### config.mk
export PLATFORM = sky130hd
export DESIGN_NAME = mem_port_arbiter
export DESIGN_NICKNAME = d
export VERILOG_FILES = /design/src/rtl/mem_port_arbiter_pkg.sv /design/src/rtl/mem_port_arbiter_starve_ctr.sv /design/src/rtl/mem_port_arbiter.sv
export SDC_FILE = /design/constraint.sdc
export NUM_CORES = 1
export LEC_CHECK = 0
export BUFFER_PORTS_ARGS = -buffer_cell sky130_fd_sc_hd__buf_2
export CAP_MARGIN = 0
export CORE_ASPECT_RATIO = 0.6
export CORE_MARGIN = 2
export CORE_UTILIZATION = 49
export CTS_BUF_LIST = sky130_fd_sc_hd__clkbuf_16
export CTS_CLUSTER_DIAMETER = 100
export DETAILED_ROUTE_END_ITERATION = 8
export PLACE_DENSITY = 0.85
export SYNTH_ARGS = -nofsm -noshare
export SYNTH_HDL_FRONTEND = slang
export SYNTH_HIERARCHICAL = 1
export SYNTH_SLANG_ARGS = --single-unit
### constraint.sdc
create_clock -name clk -period 6 [get_ports clk]
set_input_delay 1.2 -clock clk [delete_from_list [all_inputs] [get_ports clk]]
set_output_delay 1.2 -clock clk [all_outputs]
set_load 0.1 [all_outputs]
### src/rtl/mem_port_arbiter_pkg.sv
// mem_port_arbiter_pkg: state and grant encodings shared by the memory port arbiter
package mem_port_arbiter_pkg;
  typedef enum logic [1:0] {
    ST_IDLE = 2'd0,
    ST_REQ  = 2'd1,
    ST_WAIT = 2'd2,
    ST_RESP = 2'd3
  } arb_state_e;
  typedef enum logic {
    GRANT_IF = 1'b0,
    GRANT_DM = 1'b1
  } arb_grant_e;
  localparam int STARVE_W = 4;
endpackage

### src/rtl/mem_port_arbiter_starve_ctr.sv
// arb_starve_ctr: saturating count of DM grants taken while a fetch was waiting
module arb_starve_ctr #(
  parameter int W   = 4,
  parameter int MAX = 4
) (
  input  logic clk,
  input  logic rst_n,
  input  logic i_inc,
  input  logic i_clr,
  output logic o_at_max
);
  logic [W-1:0] r_cnt;
  assign o_at_max = (r_cnt >= W'(MAX));
  // clear on a fetch grant, otherwise count bypasses and hold at MAX
  always_ff @(posedge clk or negedge rst_n)
    if (!rst_n) r_cnt <= '0;
    else if (i_clr) r_cnt <= '0;
    else if (i_inc && !o_at_max) r_cnt <= r_cnt + 1'b1;
endmodule

### src/rtl/mem_port_arbiter.sv
// mem_port_arbiter: one-at-a-time sharing of a single memory port between fetch and data access
module mem_port_arbiter
  import mem_port_arbiter_pkg::*;
#(
  parameter int ADDR_W           = 32,
  parameter int DATA_W           = 32,
  parameter int FETCH_STARVE_MAX = 4
) (
  input  logic                clk,
  input  logic                rst_n,
  input  logic                i_if_req,
  input  logic [ADDR_W-1:0]   i_if_addr,
  output logic [DATA_W-1:0]   o_if_rdata,
  output logic                o_if_ack,
  input  logic                i_dm_req,
  input  logic [DATA_W/8-1:0] i_dm_we,
  input  logic [ADDR_W-1:0]   i_dm_addr,
  input  logic [DATA_W-1:0]   i_dm_wdata,
  output logic [DATA_W-1:0]   o_dm_rdata,
  output logic                o_dm_ack,
  output logic                o_mem_req_valid,
  input  logic                i_mem_req_ready,
  output logic [ADDR_W-1:0]   o_mem_addr,
  output logic [DATA_W/8-1:0] o_mem_we,
  output logic [DATA_W-1:0]   o_mem_wdata,
  input  logic                i_mem_resp_valid,
  input  logic [DATA_W-1:0]   i_mem_resp_data,
  output logic                o_stall_fd,
  output logic                o_err
);
  localparam int BE_W = DATA_W/8;
  arb_state_e        r_state, w_next;
  arb_grant_e        r_grant;
  logic [ADDR_W-1:0] r_addr;
  logic [BE_W-1:0]   r_we;
  logic [DATA_W-1:0] r_wdata, r_if_rdata, r_dm_rdata;
  logic              r_err;
  logic              w_launch, w_grant_dm, w_at_max;
  assign w_launch   = (r_state == ST_IDLE) & (i_if_req | i_dm_req);
  assign w_grant_dm = i_dm_req & ~(i_if_req & w_at_max);
  arb_starve_ctr #(.W(STARVE_W), .MAX(FETCH_STARVE_MAX)) u_starve (
    .clk      (clk),
    .rst_n    (rst_n),
    .i_inc    (w_launch & w_grant_dm & i_if_req),
    .i_clr    (w_launch & ~w_grant_dm),
    .o_at_max (w_at_max)
  );
  // one transaction walks IDLE -> REQ -> WAIT -> RESP; only IDLE looks at requests
  always_comb begin
    w_next = r_state;
    w_next = (r_state == ST_IDLE) ? ((i_if_req | i_dm_req) ? ST_REQ  : ST_IDLE) :
             (r_state == ST_REQ)  ? (i_mem_req_ready       ? ST_WAIT : ST_REQ)  :
             (r_state == ST_WAIT) ? (i_mem_resp_valid      ? ST_RESP : ST_WAIT) : ST_IDLE;
  end
  // state register
  always_ff @(posedge clk or negedge rst_n)
    if (!rst_n) r_state <= ST_IDLE;
    else r_state <= w_next;
  // latch the winner's request so later requester changes cannot disturb the memory side
  always_ff @(posedge clk or negedge rst_n)
    if (!rst_n) begin
      r_grant <= GRANT_IF;
      r_addr  <= '0;
      r_we    <= '0;
      r_wdata <= '0;
    end else if (w_launch) begin
      r_grant <= w_grant_dm ? GRANT_DM : GRANT_IF;
      r_addr  <= w_grant_dm ? i_dm_addr : i_if_addr;
      r_we    <= w_grant_dm ? i_dm_we : '0;
      r_wdata <= w_grant_dm ? i_dm_wdata : '0;
    end
  // route the memory response to the granted requester's data register
  always_ff @(posedge clk or negedge rst_n)
    if (!rst_n) begin
      r_if_rdata <= '0;
      r_dm_rdata <= '0;
    end else if (r_state == ST_WAIT && i_mem_resp_valid) begin
      if (r_grant == GRANT_DM) r_dm_rdata <= i_mem_resp_data;
      else r_if_rdata <= i_mem_resp_data;
    end
  // a response arriving outside WAIT is a memory-side protocol error, kept until reset
  always_ff @(posedge clk or negedge rst_n)
    if (!rst_n) r_err <= 1'b0;
    else if (i_mem_resp_valid && r_state != ST_WAIT) r_err <= 1'b1;
  assign o_mem_req_valid = (r_state == ST_REQ);
  assign o_mem_addr      = r_addr;
  assign o_mem_we        = r_we;
  assign o_mem_wdata     = r_wdata;
  assign o_if_rdata      = r_if_rdata;
  assign o_dm_rdata      = r_dm_rdata;
  assign o_if_ack        = (r_state == ST_RESP) & (r_grant == GRANT_IF);
  assign o_dm_ack        = (r_state == ST_RESP) & (r_grant == GRANT_DM);
  assign o_err           = r_err;
  assign o_stall_fd      = rst_n & ((i_if_req & ~o_if_ack) | (i_dm_req & ~o_dm_ack));
endmodule

# Word-level counts from Yosys, hierarchy flattened
# Cells that the tools add are included.
# Widths: inputs -> output; s select.
word_totals:
  regBits: 140
  in_bits: 138
  out_inout_bits: 137
  word_cells: 53
classes:
  add_sub_neg: 1
  magnitude_cmp: 1
  eq_ne: 4
  muxes: 12
  bitwise: 18
  reduce_logical: 8
op_table:
  columns: ["op", "count"]
  rows:
  - ["$mux 32", 2]
  - ["$mux 4", 3]
  - ["$and 1x1->1", 11]
  - ["$mux 2", 4]
  - ["$not 1->1", 5]
  - ["$add 4x1->4 const B", 1]
  - ["$eq 2x2->1 const B", 2]
  - ["$ge 4x3->1 const B", 1]
  - ["$reduce_and 2->1", 2]
  - ["$logic_and 1x1->1", 3]
  - ["$mux 1", 3]
  - ["$eq 2x1->1 const B", 1]
  - ["$logic_not 2->1", 1]
  - ["$ne 2x2->1 const B", 1]
  - ["$or 1x1->1", 2]
  - ["$reduce_bool 2->1", 1]
  - ["$logic_not 1->1", 1]

# Depth between registers and ports, before layout
# Gate-level depths: netlist of the first run.
depth:
  word_depth: 9
  mapped_depth: 8
  mapped_depth_nobuf: 6

# Modules after synthesis
# Netlist of the first run, hierarchy kept.
by_module_without_submodules:
  columns: ["mod", "n_inst", "cells_per_inst", "area_per_inst_um2", "seq_area_each_um2"]
  rows:
  - ["mem_port_arbiter", 1, 356, 5322.6, 3403.3]
  - ["arb_starve_ctr", 1, 17, 203.9, 100.1]

# Worst setup path after synthesis of the first run
# Ideal clock, no wire load.
synth_path:
  path_kind: "register to output"
  start: "reg r_state[1]"
  end: "out o_stall_fd"
  arrival_ns: 3.446
  t_required_ns: 4.800
  slack_ns: 1.354
  stages_incl_launch_ff: 5
  n_path_buf: 1
  path_cell_list: "dfrtp_1 buf_6 and3_1 nand2b_1 a21boi_0"
synth_via:
  elab_chain_cells: 6
  elab_cells_between_ends: 9
  classes_between: "eq/ne: 1; bitwise: 8"
synth_lines:
  columns: ["item", "line", "source"]
  rows:
  - ["start: declaration", "mem_port_arbiter.sv:32", "arb_state_e r_state, w_next;"]
  - ["start signal: assignment", "mem_port_arbiter.sv:58", "else r_state <= w_next;"]
  - ["$eq 2x2->1", "mem_port_arbiter.sv:92", "assign o_dm_ack = (r_state == ST_RESP) & (r_grant == GRANT_DM);"]
  - ["$and 1x1->1", "mem_port_arbiter.sv:92", null]
  - ["net o_dm_ack", "mem_port_arbiter.sv:20", "output logic o_dm_ack,"]
  - ["$not 1->1", "mem_port_arbiter.sv:94", "assign o_stall_fd = rst_n & ((i_if_req & ~o_if_ack) | (i_dm_req & ~o_dm_ack));"]
  - ["$and 1x1->1", "mem_port_arbiter.sv:94", null]
  - ["$or 1x1->1", "mem_port_arbiter.sv:94", null]
  - ["$and 1x1->1", "mem_port_arbiter.sv:94", null]
  - ["end: declaration", "mem_port_arbiter.sv:28", "output logic o_stall_fd,"]
# The timed path passes the listed nets, and every way through them passes these cells.

# Worst setup path after layout of the first run
layout_path:
  start: "in rst_n"
  end: "out o_stall_fd"
layout_via:
  elab_chain_cells: 1
layout_lines:
  columns: ["item", "line", "source"]
  rows:
  - ["start: declaration", "mem_port_arbiter.sv:10", "input logic rst_n,"]
  - ["$and 1x1->1", "mem_port_arbiter.sv:94", null]
# No other way between the ends.

==> results.toml, run 1 <==
[outcome]
status = "complete, no violations"

[global_route]
antenna_found_initial = 0
grt_remaining_overflow = 0
groute.usage.overall_pct = 25.1
grt_max_degree = 85
grt_pass1_wl_mm = 23.7
grt_pass1_vias = 4643

[logic_synthesis]
synth-xor-area-share_pct = 0
synthDominantAreaCellType = "dfrtp_1"
ys.flop_type = "dfrtp_1"
synth-seq-cells = 140
ys_warn_count = 6
synth_compound_area_share_pct = 16.7
synth_simple_gate_area_share_pct = 2.88
synth_top_area_share_pct = 63.4
synth.area.top_cells = "dfrtp_1 63%, mux2_2 9.0%, a221o_1 5.8%"
synth_top_family_by_area = "compound AO/OA/AOI/OAI gates"
synth_adder_area_share_pct = 0.226
synth_async_sr_flop_share_pct = 100
synth_edf_count = 0
synthCells = 373
yosysSeqAreaShare_pct = 63.4
synth_nets = 512
syn_area_um2 = 5530
synth_cell_types = 31
synth.avg_cell_area_um2 = 14.8
synth_mux_area_share_pct = 13.4

[timing]
rsz0062_at_grt = "no"
finalMaxSlewViolations = 0
timing.final.crit_share_pct = 58.2
fin_crit_ns = 3.49
skew_ns = 0.0124
slew_headroom_pct = 9.39
setup_viol = 0
final-hold-violation-count = 0
tns_ns = 0
worstMarginPinSlew_ns = 1.36
timing.fmax_ghz = 0.286

[drt]
routedWlPerCell_um = 18.8
post_drt_via_cell_ratio = 5.44
drc = 0
wl_mm = 14.9
vias = 4308
drtIter0Drc = 203
antenna_left = 0
detail_route.first_pass.iterations = 4

[setup_path]
crit_fanout = 58
critPathRequiredTime_ns = 4.80
cp_num_buf_inv = 2
slowest_stage = "buf_2"
crit_family = "buffers and inverters"
critPathLaunch = "rst_n"
startpoint_type = "input pin"
arrival_ns = 2.29
end_kind = "output port"
cp_cell_sequence = "buf_6 -> a21boi_0 -> buf_2"
slowest_delay_ns = 0.45
worst-setup-path-type = "in -> out"
reg2reg_from = "u_starve/r_cnt[2]"

[hold_path]
hold_path.class = "reg -> reg"
min_from = "o_if_rdata[20]"

[clocking]
cts_root_buf = "clkbuf_16"
tritoncts = "yes"
cts-hold-fix-buffers = 0
clkSinkCount = 140
cts_setup_buffers = 0
htreeDepth = 4
clock_latency_ns = 0.41
ctsResizeCount = 0
cts_buffer_depth = 2
clk_pin_slew_ns = 0.06
cts_made_buffers = 17

[floorplan]
core_um2 = 10800
floorplan.initialDensity_pct = 51.3
die_area_um2 = 12200
rows = 29
die_h_um = 86.3
fp.dieW_um = 141
ios = 275

[run]
drv_cap = 0

[finish]
layout_common_cells = "273 x buf_2, 140 x dfrtp_1, 44 x mux2_2"
area_growth_pct = 36.4
n_antenna_cell = 0
nets = 779
layout_commonest_cell = "buf_2"
drive_gt1_share_pct = 55.0

[placement]
post-dp-hpwl_mm = 10.6
io_buffers = 274
gp_congestion = 0.844
## final timing paths
path                       slack [ns]  depth (start not counted)           endpoint
min in group asynchronous        0.73                          1    o_mem_wdata[13]
max in group asynchronous        3.81                          2     o_dm_rdata[19]
min reg2reg                      0.48                          1     o_if_rdata[20]
max reg2reg                      3.26                          7  u_starve/r_cnt[0]
min                              0.48                          1     o_if_rdata[20]
max                              2.51                          3         o_stall_fd
## flip-flops by register name, summed over array words and instances (netlist names)
register        cells
o_mem_we            4
o_mem_addr         32
r_state             2
o_err               1
o_if_rdata         32
u_starve/r_cnt      4
r_grant             1
o_dm_rdata         32
o_mem_wdata        32
## per-layer routing
layer	vias up	track usage (%)	wire length [um]
met5	-	0	0
li1	1939	-	-
met1	2152	30.1	5920
met3	28	7.18	1010
met4	0	9.18	300
met2	189	43.8	7680
## through the flow
| step | util [%] | hold slack (ns) | setup slack (ns) | instance area, um^2 | cells |
|---|---|---|---|---|---|
| after detailed placement | 64.5 | 0.452 | 2.46 | 6950 | 760 |
| after CTS | 70.0 | 0.483 | 2.47 | 7540 | 792 |
| after global routing | 70.0 | 0.504 | 2.37 | 7540 | 792 |
| after floorplan | - | 0.519 | 1.35 | 5530 | 373 |
| after global placement | 64.5 | 0.442 | 2.51 | 6950 | 760 |
| final | 70.0 | 0.477 | 2.51 | 7540 | 792 |
## cell usage after synthesis, types with 4 or more instances
master / n
clkbuf_1: 6
a221o_1: 32
dfrtp_1: 140
a22o_1: 36
o21a_1: 32
mux2_1: 21
mux2_2: 44
nor2_1: 5
nand2_1: 5
buf_2: 15
nand2b_1: 4
buf_6: 5
## area by class of cell
class | instances | area (um^2)
clock inverter | 15 | 164
clock buffer | 17 | 425
tap | 139 | 174
multi-input combinational | 201 | 1860
inverter | 2 | 7.51
timing repair buffer | 278 | 1410
sequential | 140 | 3500
fill | 761 | 3240
## cell families after synthesis
| logic type | count (synthesis) |
|---|---|
| muxes | 66 |
| buffers and inverters | 32 |
| DFF | 140 |
| adders and majority gates | 1 |
| AOI/OAI and AO/OA | 107 |
| and+or+nand+nor | 27 |
Power of run 1 is not shown: default switching activity piles up to over one toggle a cycle in this logic, so the estimate is an artifact.
==> run 2: changes to the inputs <==
--- a/config.mk
+++ b/config.mk
@@ -5,15 +5,16 @@
 export SDC_FILE = /design/constraint.sdc
 export NUM_CORES = 1
 export LEC_CHECK = 0
+export ABC_AREA = 1
 export BUFFER_PORTS_ARGS = -buffer_cell sky130_fd_sc_hd__buf_2
 export CAP_MARGIN = 0
 export CORE_ASPECT_RATIO = 0.6
 export CORE_MARGIN = 2
-export CORE_UTILIZATION = 49
+export CORE_UTILIZATION = 43
 export CTS_BUF_LIST = sky130_fd_sc_hd__clkbuf_16
 export CTS_CLUSTER_DIAMETER = 100
 export DETAILED_ROUTE_END_ITERATION = 8
-export PLACE_DENSITY = 0.85
+export PLACE_DENSITY = 0.77
 export SYNTH_ARGS = -nofsm -noshare
 export SYNTH_HDL_FRONTEND = slang
 export SYNTH_HIERARCHICAL = 1
==> constraint.sdc (replaced) <==
create_clock -name clk -period 3.05 [get_ports clk]
set_input_delay 0.61 -clock clk [delete_from_list [all_inputs] [get_ports clk]]
set_output_delay 0.61 -clock clk [all_outputs]
set_load 0.1 [all_outputs]
==> run 2 against run 1 <==
  * Worst setup slack got worse by 1.6 ns
  * Clock skew increased by 0.0054 ns
  * Sequential cell count unchanged
  * Sequential share of layout area decreased by 3.6 points
  * First-iteration DRC count increased by 130%
  * Utilization decreased by 11 points
  * Critical path type is now reg -> out
==> results.toml, run 2 <==
[outcome]
status = "complete, no violations"

[placement]
gp_congestion = 0.825
placed_cells = 1163
io_buffers = 274
post-dp-hpwl_mm = 12.6

[setup_path]
slowest_delay_ns = 0.48
crit_fanout = 5
cp_cell_sequence = "nand2_1 -> o21ai_0 -> a21boi_2 -> buf_12"
end_kind = "output port"
worst-setup-path-type = "reg -> out"
reg2reg_to = "u_starve/r_cnt[0]"
startpoint_type = "flop"
reg2reg_slack_ns = 1.09
cp_num_buf_inv = 1
critPathRequiredTime_ns = 2.44
critPathLaunch = "r_state[0]"
arrival_ns = 1.58
slowest_stage = "dfrtp_1"
crit_family = "flip-flops"
r2r_cells = 10
reg2reg_from = "u_starve/r_cnt[2]"

[logic_synthesis]
synth_nets = 876
syn_area_um2 = 6110
synth-seq-cells = 140
synth_edf_count = 0
synthDominantAreaCellType = "dfrtp_1"
ys_warn_count = 6
synth_async_sr_flop_share_pct = 100
synthCells = 737
synth.avg_cell_area_um2 = 8.29
yosys.cell_count.top_type = "nand2_1"
synth.area.top_cells = "dfrtp_1 57%, nand2_1 23%, nand4_1 6.8%"
synth_top_area_share_pct = 57.3
yosysSeqAreaShare_pct = 57.3
ys.flop_type = "dfrtp_1"
synth_cell_types = 21
ys_top_cells_by_count = "371 x nand2_1, 140 x dfrtp_1, 73 x nand3_1"

[clocking]
cts-hold-fix-buffers = 0
cts_made_buffers = 17
tritoncts = "yes"
clk_pin_slew_ns = 0.06
cts_buffer_depth = 2
ctsResizeCount = 0
cts_root_buf = "clkbuf_16"
cts_setup_buffers = 0
clock_latency_ns = 0.42
clkSinkCount = 140
htreeDepth = 4

[drt]
drc = 0
drtIter0Drc = 471
detail_route.first_pass.iterations = 5
post_drt_via_cell_ratio = 5.02
antenna_left = 0
vias = 5999
routedWlPerCell_um = 15.0
wl_mm = 18.0

[finish]
layout_commonest_cell = "nand2_1"
drive_gt1_share_pct = 33.0
area_growth_pct = 33.7
nets = 1129
n_antenna_cell = 0
layout_common_cells = "371 x nand2_1, 272 x buf_2, 140 x dfrtp_1"
finalNonFillerCells = 1195

[hold_path]
hold_path.class = "in -> async"

[timing]
worstMarginPinSlew_ns = 0.910
worst_hold_slack_ns = 0.401
finalMaxSlewViolations = 0
final-hold-violation-count = 0
slew_headroom_pct = 39.4
timing.final.crit_share_pct = 71.9
fin_crit_ns = 2.19
setup_viol = 0
rsz0062_at_grt = "no"
skew_ns = 0.0178
tns_ns = 0
timing.fmax_ghz = 0.456

[floorplan]
die_area_um2 = 15200
die_h_um = 96.3
fp.dieW_um = 158
rows = 33
ios = 275
core_um2 = 13700
floorplan.initialDensity_pct = 44.4

[run]
drv_cap = 0

[global_route]
groute.usage.overall_pct = 23.7
grt_pass1_vias = 5463
grt_remaining_overflow = 0
antenna_found_initial = 0
grt_pass1_wl_mm = 28.0
grt_max_degree = 75
-- run 2: kinds of logic after synthesis --
logic type,Yosys count,synth area share (%)
compound gates,5,0.614
fa+ha+maj,1,0.205
buf+inv,68,5.24
flops,140,57.3
simple gates,523,36.6
-- run 2: worst reg2reg max path: cells and delay by family, from the launching register on --
kind                   cells  cell delay, ns
AND/OR/NAND/NOR            8            1.23
buffers and inverters      2            0.25
flip-flops                 1            0.38
-- run 2: layer usage --
layer  global-route usage (%)  routed length [um]
met1                     32.5                7960
met2                     37.5                8430
met3                     5.72                1430
met4                     6.97                 159
met5                        0                   0
-- run 2: cell type report --
| type | count | area [um^2] |
|---|---|---|
| clock inverters | 15 | 139 |
| fillers | 1271 | 5580 |
| well taps | 192 | 240 |
| repair buffers | 289 | 1510 |
| flip-flops and latches | 140 | 3500 |
| clock buffers | 17 | 425 |
| inverters | 13 | 48.8 |
| multi-input cells | 529 | 2310 |
-- run 2: how the worst max path moves through the flow --
stage                         to  slack, ns  cells after the start
6_report              o_stall_fd       0.86                      4
5_1_grt               o_stall_fd       0.80                      4
4_1_cts               o_stall_fd       0.83                      4
3_5_place_dp   u_starve/r_cnt[0]       0.88                      8
3_3_place_gp   u_starve/r_cnt[0]       0.97                      8
2_1_floorplan           o_if_ack       0.45                      3
-- run 2: stage by stage --
stage          area (um^2)  utilization [%]  worst slack [ns]
2_1_floorplan         6110                -             0.449
3_3_place_gp          7610             55.3             0.972
3_5_place_dp          7610             55.3             0.877
4_1_cts               8170             59.4             0.829
5_1_grt               8170             59.4             0.796
6_report              8170             59.4             0.857
Power of run 2 is left out for the same reason.
==> run 3: changes to the inputs <==
--- a/config.mk
+++ b/config.mk
@@ -5,16 +5,16 @@
 export SDC_FILE = /design/constraint.sdc
 export NUM_CORES = 1
 export LEC_CHECK = 0
-export ABC_AREA = 1
+export ABC_AREA = 0
 export BUFFER_PORTS_ARGS = -buffer_cell sky130_fd_sc_hd__buf_2
 export CAP_MARGIN = 0
 export CORE_ASPECT_RATIO = 0.6
 export CORE_MARGIN = 2
-export CORE_UTILIZATION = 43
+export CORE_UTILIZATION = 41
 export CTS_BUF_LIST = sky130_fd_sc_hd__clkbuf_16
 export CTS_CLUSTER_DIAMETER = 100
 export DETAILED_ROUTE_END_ITERATION = 8
-export PLACE_DENSITY = 0.77
+export PLACE_DENSITY = 0.76
 export SYNTH_ARGS = -nofsm -noshare
 export SYNTH_HDL_FRONTEND = slang
 export SYNTH_HIERARCHICAL = 1
==> constraint.sdc (replaced) <==
create_clock -name clk -period 2 [get_ports clk]
set_input_delay 0.4 -clock clk [delete_from_list [all_inputs] [get_ports clk]]
set_output_delay 0.4 -clock clk [all_outputs]
set_load 0.1 [all_outputs]
==> run 3 against run 2 <==
  * Worst hold slack got worse by 0.26 ns
  * Global-route usage fell by 3.5 points
  * Sequential cell count unchanged
  * Die area is 5.0% lower
  * Worst setup slack worse by 0.79 ns
  * Sequential share of layout area increased by 2.2 points
  * Clock skew down 0.0096 ns
==> results.toml, run 3 (synthesis gave the netlist of run 1 again) <==
[timing]
timing.fmax_ghz = 0.517
setup_viol = 0
slew_headroom_pct = 51.7
final-hold-violation-count = 0
timing.final.crit_share_pct = 96.6
rsz0062_at_grt = "no"
skew_ns = 0.00819
fin_crit_ns = 1.93
finalMaxSlewViolations = 0
worstMarginPinSlew_ns = 0.725

[setup_path]
crit_fanout = 5
critPathRequiredTime_ns = 1.60
startpoint_type = "flop"
end_kind = "output port"
slowest_stage = "buf_2"
slowest_delay_ns = 0.43
worst-setup-path-type = "reg -> out"
arrival_ns = 1.53
cp_num_buf_inv = 2
cp_cell_sequence = "buf_4 -> nand2_1 -> nor2_2 -> buf_2"
crit_family = "buffers and inverters"

[clocking]
htreeDepth = 4
cts-hold-fix-buffers = 0
cts_root_buf = "clkbuf_16"
clkSinkCount = 140
tritoncts = "yes"
cts_buffer_depth = 2
clock_latency_ns = 0.40
clk_pin_slew_ns = 0.06
cts_made_buffers = 17

[finish]
stdcell_area_um2 = 7780
drive_gt1_share_pct = 56.7
nets = 789
layout_common_cells = "271 x buf_2, 138 x dfrtp_1, 44 x mux2_2"
area_growth_pct = 40.7
layout_commonest_cell = "buf_2"

[drt]
wl_mm = 14.4
drc = 0
drtIter0Drc = 219
detail_route.first_pass.iterations = 4
routedWlPerCell_um = 17.3
vias = 4262
antenna_left = 0
post_drt_via_cell_ratio = 5.11

[outcome]
status = "complete, no violations"

[placement]
gp_congestion = 0.821
post-dp-hpwl_mm = 10.3
place_area_um2 = 7130
io_buffers = 274

[global_route]
grt_remaining_overflow = 0
groute.usage.overall_pct = 20.1
grt_pass1_wl_mm = 22.9
grt_pass1_vias = 4508
grt_max_degree = 141
antenna_found_initial = 1

[floorplan]
floorplan.initialDensity_pct = 42.5
core_um2 = 13000
rows = 32
ios = 275
die_h_um = 93.9
fp.dieW_um = 154
die_area_um2 = 14500

[run]
drv_cap = 0

[hold_path]
hold_path.class = "in -> async"
## run 3: cell types whose count changed in the layout (fill, tap and decap cells not counted), moves of 36 or more
cell,delta
nand4_1,-65
a22o_1,+36
mux2_2,+44
nand2_1,-366
nand3_1,-73
## run 3: metrics by stage
step	hold WS [ns]	utilization (%)	std cells	setup WS [ns]	TNS (ns)
3_3_place_gp	0.442	54.8	796	0.199	0
5_1_grt	0.197	59.8	834	0.000904	0
3_5_place_dp	0.455	54.8	796	0.136	0
6_report	0.140	59.8	834	0.0671	0
2_1_floorplan	0.104	-	373	-0.0874	-0.0874
4_1_cts	0.172	59.6	833	0.00785	0
## run 3: final cells by class
class / instances / area, um^2
tap: 170 / 213
clock buffer: 17 / 425
timing repair buffer: 288 / 1580
fill: 1051 / 5240
clock inverter: 15 / 161
multi-input combinational: 201 / 1890
sequential: 140 / 3510
inverter: 2 / 7.51
antenna: 1 / 2.50
## run 3: layer usage
layer  part of all wire (%)  up-vias  GRT usage (%)
met2                     50      161           34.8
met3                    6.7       12           6.60
met4                    1.2        0           5.14
met1                     42     2133           24.7
li1                       -     1956              -
met5                      0        -              0
## run 3: repair_timing
action / in CTS / in global routing
pin swaps: 1 / 1
endpoints found under the hold margin: 0 / 0
gates resized for setup: 3 / 3
endpoints found under the setup margin: 1 / 2
buffers inserted: 5 / 0
## run 3: path summary, 6_finish.rpt
kind / startpoint / endpoint / slack [ns] / depth (start not counted)
setup / recovery: r_state[0] / o_if_ack / 0.07 / 4
max in group asynchronous: rst_n / o_mem_addr[0] / 1.34 / 2
hold / removal: rst_n / o_dm_rdata[4] / 0.14 / 2
min in group clk: i_dm_wdata[1] / o_mem_wdata[1] / 0.21 / 2
setup reg to reg: u_starve/r_cnt[2] / u_starve/r_cnt[0] / 0.12 / 6
hold reg to reg: o_err / o_err / 0.47 / 1
Power of run 3 is left out for the same reason.
